**src/rtl/frame_deserializer.sv**
```systemverilog
// Byte-stream to command deserializer: NUM_OPERANDS operands (LSB first) then one opcode byte, held until acked.
// Optional idle-gap timeout inside a frame is enabled with `define FRAME_TIMEOUT_EN.
module frame_deserializer #(
    parameter int DATA_W         = 8,
    parameter int NUM_OPERANDS   = 2,
    parameter int OPERAND_BYTES  = 1,
    parameter int TIMEOUT_CYCLES = 1000
) (
    input  logic                                          i_clk,
    input  logic                                          reset,
    input  logic                                          i_valid,
    input  logic [DATA_W-1:0]                             i_data,
    output logic                                          o_ready,
    output logic                                          o_frame_valid,
    input  logic                                          i_frame_ack,
    output logic [NUM_OPERANDS*OPERAND_BYTES*DATA_W-1:0]  o_operands,
    output logic [DATA_W-1:0]                             o_opcode,
    output logic                                          o_overrun,
    output logic                                          o_timeout
);

    localparam int NB        = NUM_OPERANDS * OPERAND_BYTES;
    localparam int FRAME_LEN = NB + 1;
    localparam int IDX_W     = $clog2(FRAME_LEN + 1);
    localparam logic [IDX_W-1:0] LAST_IDX = IDX_W'(FRAME_LEN - 1);

    localparam logic [1:0] S_IDLE    = 2'd0;
    localparam logic [1:0] S_COLLECT = 2'd1;
    localparam logic [1:0] S_HOLD    = 2'd2;

    if (NUM_OPERANDS < 1 || OPERAND_BYTES < 1 || TIMEOUT_CYCLES < 1) begin : g_param_check
        $error("frame_deserializer: NUM_OPERANDS, OPERAND_BYTES and TIMEOUT_CYCLES must be >= 1");
    end

    logic [1:0]       state;
    logic [IDX_W-1:0] idx;

    assign o_ready       = (state != S_HOLD);
    assign o_frame_valid = (state == S_HOLD);

`ifdef FRAME_TIMEOUT_EN
    localparam int GAP_W = $clog2(TIMEOUT_CYCLES + 1);
    localparam logic [GAP_W-1:0] GAP_LAST = GAP_W'(TIMEOUT_CYCLES - 1);
    logic [GAP_W-1:0] gap;
`else
    assign o_timeout = 1'b0;
`endif

    always_ff @(posedge i_clk) begin
        if (reset) begin
            state      <= S_IDLE;
            idx        <= '0;
            o_operands <= '0;
            o_opcode   <= '0;
            o_overrun  <= 1'b0;
`ifdef FRAME_TIMEOUT_EN
            gap        <= '0;
            o_timeout  <= 1'b0;
`endif
        end else begin
`ifdef FRAME_TIMEOUT_EN
            o_timeout <= 1'b0;
`endif
            case (state)
                S_IDLE: begin
                    if (i_valid) begin
                        o_operands[DATA_W-1:0] <= i_data;
                        idx   <= IDX_W'(1);
                        state <= S_COLLECT;
`ifdef FRAME_TIMEOUT_EN
                        gap   <= '0;
`endif
                    end
                end
                S_COLLECT: begin
                    if (i_valid) begin
`ifdef FRAME_TIMEOUT_EN
                        gap <= '0;
`endif
                        if (idx == LAST_IDX) begin
                            o_opcode <= i_data;
                            idx      <= '0;
                            state    <= S_HOLD;
                        end else begin
                            // flat byte offset equals operand*OPERAND_BYTES + lane
                            for (int b = 1; b < NB; b++) begin
                                if (idx == IDX_W'(b))
                                    o_operands[b*DATA_W +: DATA_W] <= i_data;
                            end
                            idx <= idx + IDX_W'(1);
                        end
                    end
`ifdef FRAME_TIMEOUT_EN
                    else if (gap == GAP_LAST) begin
                        gap       <= '0;
                        idx       <= '0;
                        o_timeout <= 1'b1;
                        state     <= S_IDLE;
                    end else begin
                        gap <= gap + GAP_W'(1);
                    end
`endif
                end
                S_HOLD: begin
                    if (i_valid)
                        o_overrun <= 1'b1;
                    if (i_frame_ack)
                        state <= S_IDLE;
                end
                default: state <= S_IDLE;
            endcase
        end
    end

endmodule

```
**config.mk**
```make
export PLATFORM = sky130hd
export DESIGN_NAME = frame_deserializer
export DESIGN_NICKNAME = d
export VERILOG_FILES = /design/src/rtl/frame_deserializer.sv
export SDC_FILE = /design/constraint.sdc
export NUM_CORES = 1
export LEC_CHECK = 0
export ABC_AREA = 1
export BUFFER_PORTS_ARGS = -buffer_cell sky130_fd_sc_hd__buf_4
export CAP_MARGIN = 10
export CORE_MARGIN = 2
export CORE_UTILIZATION = 35
export DETAILED_ROUTE_END_ITERATION = 6
export PLACE_DENSITY_LB_ADDON = 0.08
export SYNTH_ARGS = -nofsm -noshare
export SYNTH_HDL_FRONTEND = slang
export SYNTH_SLANG_ARGS = --single-unit
export TNS_END_PERCENT = 50
```
**constraint.sdc**
```tcl
create_clock -name i_clk -period 1.6 [get_ports i_clk]
set_input_delay 0.16 -clock i_clk [delete_from_list [all_inputs] [get_ports i_clk]]
set_output_delay 0.16 -clock i_clk [all_outputs]
set_load 0.02 [all_outputs]
```
==> results of run 1 <==
==> per-stage QoR <==
step / hold slack [ps] / util, % / total power [mW] / area (sq um)
final: 100 / 49.1 / 1.38 / 1510
after global routing: 106 / 49.1 / 1.45 / 1510
after CTS: 85.4 / 49.1 / 1.40 / 1510
after detailed placement: 347 / 47.1 / 0.978 / 1450
after global placement: 349 / 47.1 / 0.976 / 1450
after floorplan: 229 / - / 0.898 / 1140
==> worst max-delay path, delay by kind of cell (launching register included) <==
kind,cells,cell delay [ps]
AND/OR/NAND/NOR,1,140
flip-flops,1,390
buffers and inverters,3,310
==> final cells by class <==
cell class,count,area [sq um]
clock inverters,2,10.0
fillers,327,1570
clock buffers,6,41.3
multi-input cells,111,462
flip-flops and latches,29,581
inverters,16,60.1
repair buffers,40,303
well taps,44,55.1
==> worst max-delay path by stage <==
stage	endpoint	cells past startpoint
5_1_grt	o_ready	4
3_5_place_dp	o_opcode[7]$_SDFFE_PP0P_	6
2_1_floorplan	state[1]$_SDFFE_PP0P_	6
6_report	o_ready	4
3_3_place_gp	o_opcode[2]$_SDFFE_PP0P_	6
4_1_cts	o_ready	4
==> layer usage <==
metal,part of all wire [%],GRT usage (%),vias up
li1,-,-,560
met1,48,19.2,444
met2,44,24.3,33
met3,6.4,4.20,8
met4,1.3,9.32,0
met5,0,0,-
==> placed cells by master, fill, tap and decap left out <==
cell type,count
clkbuf_4,5
o21ai_0,10
dfxtp_1,29
inv_2,3
clkinv_2,2
inv_1,13
nand2_1,34
nor2_4,2
buf_4,39
o21a_1,1
nor2_2,1
dlygate4sd3_1,1
conb_1,1
nand2_2,1
nand3_2,1
clkbuf_1,1
a21oi_1,2
nor2_1,58
==> cell families (layout without fill, tap and decap cells) <==
kind of cell	Yosys count	after routing	synth area share [%]
compound gates	13	13	5.92
other cells	1	1	0.329
buf+inv	21	64	8.66
simple gates	97	97	34.2
flops	29	29	50.9
==> cells in the mapped netlist (all sizes together) <==
master	instances
nor2	61
nand2	35
dfxtp	29
inv	16
o21ai	10
buf	4
a21oi	2
clkbuf	1
conb	1
nand3	1
o21a	1
==> flip-flops by register name, indices dropped and copies added (netlist names) <==
signal,flops
o_overrun,1
o_operands,16
idx,2
state,2
o_opcode,8
==> timing repair <==
action / in CTS / in global routing
setup endpoints to repair: 0 / 0
setup buffers: 0 / 0
endpoints found under the hold margin: 2 / 0
hold buffers: 1 / 0
==> power groups by stage <==
| stage | Sequential [mW] | Combinational (mW) | Clock (mW) |
|---|---|---|---|
| after detailed placement | 0.784 | 0.194 | 0 |
| after CTS | 0.767 | 0.196 | 0.440 |
| after global routing | 0.771 | 0.216 | 0.461 |
| after global placement | 0.783 | 0.193 | 0 |
| after floorplan | 0.813 | 0.0853 | 0 |
| final | 0.767 | 0.194 | 0.418 |
==> impl_metrics.tcl, run 1 <==
set metrics [dict create \
    power.leakage_nw 0.727 \
    reg2reg_depth 6 \
    min_to "o_operands[3]$_SDFFE_PP0P_" \
    grt_pass1_vias 996 \
    end_kind "output port" \
    start_util_pct 37.1 \
    vias 1045 \
    path_cells "inv_2 > nor2_1 > inv_1 > buf_4" \
    grt_max_degree 18 \
    drive_gt1_share_pct 26.5 \
    worstReg2RegEnd "o_opcode[2]$_SDFFE_PP0P_" \
    hp-class "in -> reg" \
    postSynthAreaPerCell_sq_um 7.09 \
    grt_setup_unrepaired "false" \
    placed_cells 239 \
    final_cells 248 \
    hold_violations 0 \
    reg2reg_slack_ps 390 \
    drt_wl_total_um 2560 \
    die_h_um 61.1 \
    finalClockSkew_ps 7.76 \
    coreArea_sq_um 3080 \
    synth_top_cell_by_area "dfxtp_1" \
    cp.arrival_ps 1160 \
    vias_per_cell 4.21 \
    firstDrtPassIters 4 \
    drv_cap 0 \
    cts_tree "done" \
    wl_per_cell_um 10.3 \
    p_per_area_nw_per_um2 912 \
    p_int_mw 0.998 \
    htree_levels 2 \
    rows 20 \
    diodes 0 \
    io_buffers 38 \
    tns_ps 0 \
    ios 40 \
    synth_cell_types 17 \
    cts.repair.resized 0 \
    seqPwrFrac_pct 55.6 \
    postRouteAntennaNets 0 \
    ctsRootBufferMaster "clkbuf_4" \
    synthTopCellsByArea "dfxtp_1 (51%), nor2_1 (19%), nand2_1 (11%)" \
    netlist_area_sq_um 1140 \
    startpoint "state[1]$_SDFFE_PP0P_" \
    clk_path_buf_depth 2 \
    antenna_found_initial 0 \
    swShare_pct 27.6 \
    drv_slew 0 \
    die_w_um 61.1 \
    status "completed" \
    cp_slowest_cell "dfxtp_1" \
    power.switching_mw 0.381 \
    vdd_ir_drop_max_v 0.000390 \
    overflow 0 \
    initialDrtViolationCount 34 \
    fin_crit_sh_pct 82.8 \
    setup_viol 0 \
    p_clk_share_pct 30.3 \
    r2r_start "state[1]$_SDFFE_PP0P_" \
    worstSetupPathType "reg -> out" \
    synthesis.nets 173 \
    combPwrFrac_pct 14.1 \
    fin_nets 215 \
    critPathRequiredTime_ps 1440 \
    post-route-drc-count 0 \
    preCtsSetupSlack_ps 392 \
    finalCriticalPeriod_ps 1320 \
    dieArea_sq_um 3730 \
    synth.yosys.seq_area_share_pct 50.9 \
    clock_sinks 29 \
    max_freq_ghz 0.755 \
    cp-start-kind "flip-flop" \
    layout-area-overhead-vs-synth_pct 32.5 \
    grtUsageTotal_pct 15.6 \
    synthCells 161 \
    ys_ff_latch 29 \
    clk_latency_ps 330 \
    clk_pin_slew_ps 90 \
    hold_path_depth 3 \
    crit_fanout 3 \
    hold_start "i_data[3]" \
    dpl.hpwl_um 1870 \
    cts_buffers 5 \
    yosys_warnings 0 \
    gp_congestion 0.733 \
    cpPeakStageDelay_ps 390 \
    netlist.area_leader.share_pct 50.9 \
    layout_setup_ws_ps 275 \
    grt_pass1_wl_um 4230 \
]
(Power assumes the default switching activity.)
==> run 2, diff against run 1 <==
==> constraint.sdc (replaced) <==
create_clock -name i_clk -period 1.4 [get_ports i_clk]
set_input_delay 0.14 -clock i_clk [delete_from_list [all_inputs] [get_ports i_clk]]
set_output_delay 0.14 -clock i_clk [all_outputs]
set_load 0.02 [all_outputs]
==> run 2 against run 1 <==
  * Combinational power up 15%
  * Power rose by 32%
  * Non-clock buffer count is the same
  * Utilization increased by 1.1 points
  * Highest routed layer unchanged
  * Register-to-register slack got worse by 210 ps
  * Design area grew 2.3%
==> impl_metrics.tcl, run 2 (same netlist as run 1, synthesis figures left out) <==
set metrics [dict create \
    status "completed" \
    diodes 0 \
    crit_family "flip-flops" \
    rows 20 \
    cts_buffers 5 \
    register_area_sq_um 582 \
    vias 1071 \
    layout_setup_ws_ps 161 \
    grt_pass1_vias 1018 \
    r2r_start "state[0]$_SDFFE_PP0P_" \
    ctsRootBufferMaster "clkbuf_4" \
    preCtsSetupSlack_ps 177 \
    finalClockSkew_ps 8.86 \
    startpoint "state[1]$_SDFFE_PP0P_" \
    fillerInstances 332 \
    power.leakage_nw 0.741 \
    finalCriticalPeriod_ps 1240 \
    clock_sinks 29 \
    worstSetupPathType "reg -> out" \
    clk_pin_slew_ps 90 \
    largest_reg_flops 16 \
    grt_max_degree 27 \
    drt_wl_total_um 2580 \
    layout_commonest_cell "nor2_1" \
    final_core_util_pct 50.2 \
    die_h_um 61.1 \
    grt_pass1_wl_um 4450 \
    worst-path-stages 4 \
    dpl.hpwl_um 1880 \
    ios 40 \
    critPathRequiredTime_ps 1260 \
    worstReg2RegEnd "o_opcode[2]$_SDFFE_PP0P_" \
    cts_setup_buffers 0 \
    coreArea_sq_um 3080 \
    layout_common_cells "nor2_1 (58), buf_4 (39), nand2_1 (34)" \
    firstDrtPassIters 4 \
    layout-area-overhead-vs-synth_pct 35.5 \
    overflow 0 \
    max_freq_ghz 0.807 \
    drive_gt1_share_pct 27.0 \
    hp-class "in -> reg" \
    htree_levels 2 \
    reg.largest.list "o_operands: 16 flops, o_opcode: 8 flops" \
    antenna_found_initial 0 \
    finalHoldWorstSlack_ps 73.1 \
    reg2reg_depth 5 \
    multi_input_area_sq_um 462 \
    path_cells "inv_2 > nor2_1 > inv_1 > buf_4" \
    cp.arrival_ps 1100 \
    clk_path_buf_depth 2 \
    total_power_mw 1.82 \
    reg2reg_slack_ps 180 \
    fin_nets 215 \
    crit_fanout 3 \
    cp-start-kind "flip-flop" \
    wl_per_cell_um 10.4 \
    grt_setup_unrepaired "false" \
    drv_cap 0 \
    start_util_pct 37.1 \
    die_w_um 61.1 \
    setup_viol 0 \
    postRouteAntennaNets 0 \
    timing.critical_path.buf_inv 3 \
    tns_ps 0 \
    vdd_ir_drop_max_v 0.000744 \
    placed_cells 239 \
    end_kind "output port" \
    cpPeakStageDelay_ps 360 \
    initialDrtViolationCount 23 \
    dieArea_sq_um 3730 \
    fin_area_sq_um 1550 \
    grtUsageTotal_pct 16.4 \
    drv_slew 0 \
    largest-register "o_operands" \
    clk_latency_ps 330 \
    cp_slowest_cell "dfxtp_2" \
    vias_per_cell 4.32 \
    fin_crit_sh_pct 88.5 \
    gp_congestion 0.739 \
    hold_violations 0 \
    cts_tree "done" \
    final_cells 248 \
    post-route-drc-count 0 \
    p_per_area_nw_per_um2 1170 \
    place_area_sq_um 1450 \
    endpoint "o_ready" \
    io_buffers 38 \
]
-- run 2: cell count changes in the layout (fill, tap and decap cells not counted) --
cell / before / now
dfxtp_1: 29 / 28
clkbuf_8: 0 / 1
bufinv_16: 0 / 1
clkinv_2: 2 / 0
dfxtp_2: 0 / 1
-- run 2: cell type report --
cell class / count / share of cell area, %
Clock buffer: 7 / 3.56
Multi-Input combinational cell: 111 / 29.9
Inverter: 16 / 3.88
Timing Repair Buffer: 40 / 19.6
Sequential cell: 29 / 37.6
Tap cell: 44 / 3.56
Clock inverter: 1 / 1.94
-- run 2: power breakdown --
| group | switching [mW] | total [mW] | internal, mW | leakage, nW |
|---|---|---|---|---|
| registers | 0.0173 | 0.876 | 0.858 | 0.237 |
| clock network | 0.290 | 0.716 | 0.426 | 0.0455 |
| logic | 0.132 | 0.223 | 0.0914 | 0.459 |
| total | 0.439 | 1.82 | 1.38 | 0.741 |
-- run 2: worst min-delay path by stage --
stage,end,depth (start not counted),from,slack (ps)
after global routing,o_operands[2]$_SDFFE_PP0P_,3,i_data[2],90
after global placement,state[0]$_SDFFE_PP0P_,2,reset,330
final,o_operands[3]$_SDFFE_PP0P_,3,i_data[3],70
after detailed placement,state[0]$_SDFFE_PP0P_,2,reset,340
after CTS,o_operands[3]$_SDFFE_PP0P_,3,i_data[3],60
after floorplan,state[0]$_SDFFE_PP0P_,1,reset,210
-- run 2: worst reg2reg max path, cell delays in order, from the launching register on --
cell and delay [ps]:
dfxtp_1 370, nand3_2 150, nor2_4 350, nand2_1 120, nand2_1 80, nor2_1 40
-- run 2: what timing repair did --
| action | in CTS | in global routing |
|---|---|---|
| gates resized for setup | 0 | 1 |
| endpoints found under the hold margin | 3 | 0 |
| hold buffers | 1 | 0 |
| setup endpoints to repair | 0 | 1 |
-- run 2: per-layer routing --
layer	wire, um	GRT usage (%)	vias up
li1	-	-	565
met1	1160	19.1	468
met5	0	0	-
met4	44	7.14	0
met2	1230	27.2	32
met3	149	5.88	6
==> run 3, diff against run 2 <==
==> constraint.sdc (replaced) <==
create_clock -name i_clk -period 1.4 [get_ports i_clk]
set_input_delay 0.28 -clock i_clk [delete_from_list [all_inputs] [get_ports i_clk]]
set_output_delay 0.28 -clock i_clk [all_outputs]
set_load 0.02 [all_outputs]
==> run 3 against run 2 <==
  * Critical path depth did not move
  * Clock skew fell by 3.6 ps
  * Worst setup slack got worse by 81 ps
  * Non-clock buffer count rose by 1
  * Design area fell by 1.7%
  * First-iteration DRC count fell by 48%
  * Highest routed layer unchanged
==> impl_metrics.tcl, run 3 (same netlist as run 1, synthesis figures left out) <==
set metrics [dict create \
    hold_buffers 0 \
    dieArea_sq_um 3730 \
    grt_setup_unrepaired "false" \
    finalHoldWorstSlack_ps 129 \
    placed_cells 240 \
    drv_cap 0 \
    firstDrtPassIters 2 \
    largest_reg_flops 16 \
    drv_slew 0 \
    layout-area-overhead-vs-synth_pct 33.2 \
    drive_gt1_share_pct 28.3 \
    grt_pass1_wl_um 4050 \
    io_buffers 38 \
    cp-start-kind "flip-flop" \
    grt_pass1_vias 991 \
    crit_fanout 3 \
    final_cells 249 \
    grtUsageTotal_pct 15.1 \
    r2r_start "state[0]$_SDFFE_PP0P_" \
    clk_pin_slew_ps 80 \
    tns_ps 0 \
    worstSetupPathType "reg -> out" \
    met3_length_um 192 \
    route.met2.wl_um 1190 \
    gp_congestion 0.726 \
    critPathRequiredTime_ps 1120 \
    layout_commonest_cell "nor2_1" \
    crit_family "flip-flops" \
    start_util_pct 37.1 \
    vdd_ir_drop_max_v 0.000555 \
    finalCriticalPeriod_ps 1320 \
    cpPeakStageDelay_ps 360 \
    swShare_pct 27.1 \
    cts_buffers 5 \
    reg2reg_slack_ps 170 \
    final_core_util_pct 49.4 \
    fin_crit_sh_pct 94.3 \
    max_freq_ghz 0.758 \
    cts_tree "done" \
    layout_common_cells "nor2_1 (57), buf_4 (41), nand2_1 (34)" \
    total_power_mw 1.56 \
    vias 1087 \
    power.leakage_nw 0.733 \
    setup_viol 0 \
    hold_start "reset" \
    clk_path_buf_depth 2 \
    fin_nets 216 \
    p_clk_share_pct 29.8 \
    clock_sinks 29 \
    hp-class "in -> reg" \
    preCtsSetupSlack_ps 179 \
    layout_setup_ws_ps 80.3 \
    p_int_mw 1.14 \
    clk_latency_ps 320 \
    htree_levels 2 \
    p_per_area_nw_per_um2 1030 \
    reg2reg_depth 5 \
    place_area_sq_um 1460 \
    cp_slowest_cell "dfxtp_2" \
    hold_path_depth 2 \
    drt-met1-wl_um 1080 \
    wl_per_cell_um 10.3 \
    overflow 0 \
    drt_wl_total_um 2560 \
    antenna_found_initial 0 \
    initialDrtViolationCount 12 \
    largest-register "o_operands" \
    die_h_um 61.1 \
    combPwrFrac_pct 14.2 \
    diodes 0 \
    seqPwrFrac_pct 56.0 \
    power.switching_mw 0.424 \
    fin_area_sq_um 1520 \
    vias_per_cell 4.37 \
    ios 40 \
    top_layer_used "met4" \
    dpl.hpwl_um 1910 \
    post-route-drc-count 0 \
    cp.arrival_ps 1040 \
    ctsRootBufferMaster "clkbuf_4" \
    die_w_um 61.1 \
    postRouteAntennaNets 0 \
    timing.critical_path.buf_inv 3 \
    coreArea_sq_um 3080 \
    worstReg2RegEnd "o_opcode[1]$_SDFFE_PP0P_" \
    finalClockSkew_ps 5.28 \
    end_kind "output port" \
    status "completed" \
    reg.largest.list "o_operands: 16 flops, o_opcode: 8 flops" \
    grt_max_degree 18 \
    rows 20 \
    min_to "state[1]$_SDFFE_PP0P_" \
    hold_violations 0 \
    path_cells "inv_2 > nor2_2 > inv_1 > buf_4" \
]
run 3: changes by cell type in the layout (fill, tap and decap cells not counted), sizes merged:
cell,previous run,this run
buf,39,41
bufinv,1,0
clkbuf,7,6
clkinv,0,2
dlygate4sd3,1,0
run 3: power by group through the flow:
stage | logic, mW | registers [mW] | clock network (mW)
after CTS | 0.225 | 0.877 | 0.496
final | 0.222 | 0.877 | 0.466
after global routing | 0.248 | 0.881 | 0.531
after detailed placement | 0.224 | 0.896 | 0
after global placement | 0.222 | 0.895 | 0
after floorplan | 0.0975 | 0.929 | 0
run 3: area by class of cell:
| class | count | area [sq um] |
|---|---|---|
| timing repair buffer | 41 | 308 |
| tap | 44 | 55.1 |
| multi-input combinational | 111 | 464 |
| clock buffer | 6 | 41.3 |
| inverter | 16 | 60.1 |
| sequential | 29 | 582 |
| clock inverter | 2 | 10.0 |
| fill | 319 | 1560 |
run 3: worst register-to-register path, delay by kind of cell (launching register included):
family           cells  cell delay, ps
and+or+nand+nor      5             740
DFF                  1             390
run 3: how the worst max path moves through the flow:
stage / startpoint / end / slack, ps / cells past startpoint
finish: state[1]$_SDFFE_PP0P_ / o_ready / 80 / 4
floorplan: state[1]$_SDFFE_PP0P_ / state[1]$_SDFFE_PP0P_ / 170 / 6
CTS: state[1]$_SDFFE_PP0P_ / o_ready / 7 / 4
detailed placement: i_valid / o_opcode[2]$_SDFFE_PP0P_ / 180 / 6
global placement: i_valid / o_opcode[2]$_SDFFE_PP0P_ / 190 / 6
global route: state[1]$_SDFFE_PP0P_ / o_ready / 7 / 4
run 3: per-layer routing:
metal,up-vias,global-route usage (%)
li1,562,-
met1,481,15.7
met2,34,24.2
met3,10,7.14
met4,0,9.94
met5,-,0
run 3: timing repair:
action	CTS	global route
setup endpoints to repair	1	1
buffers inserted	0	1
gates resized for setup	1	1
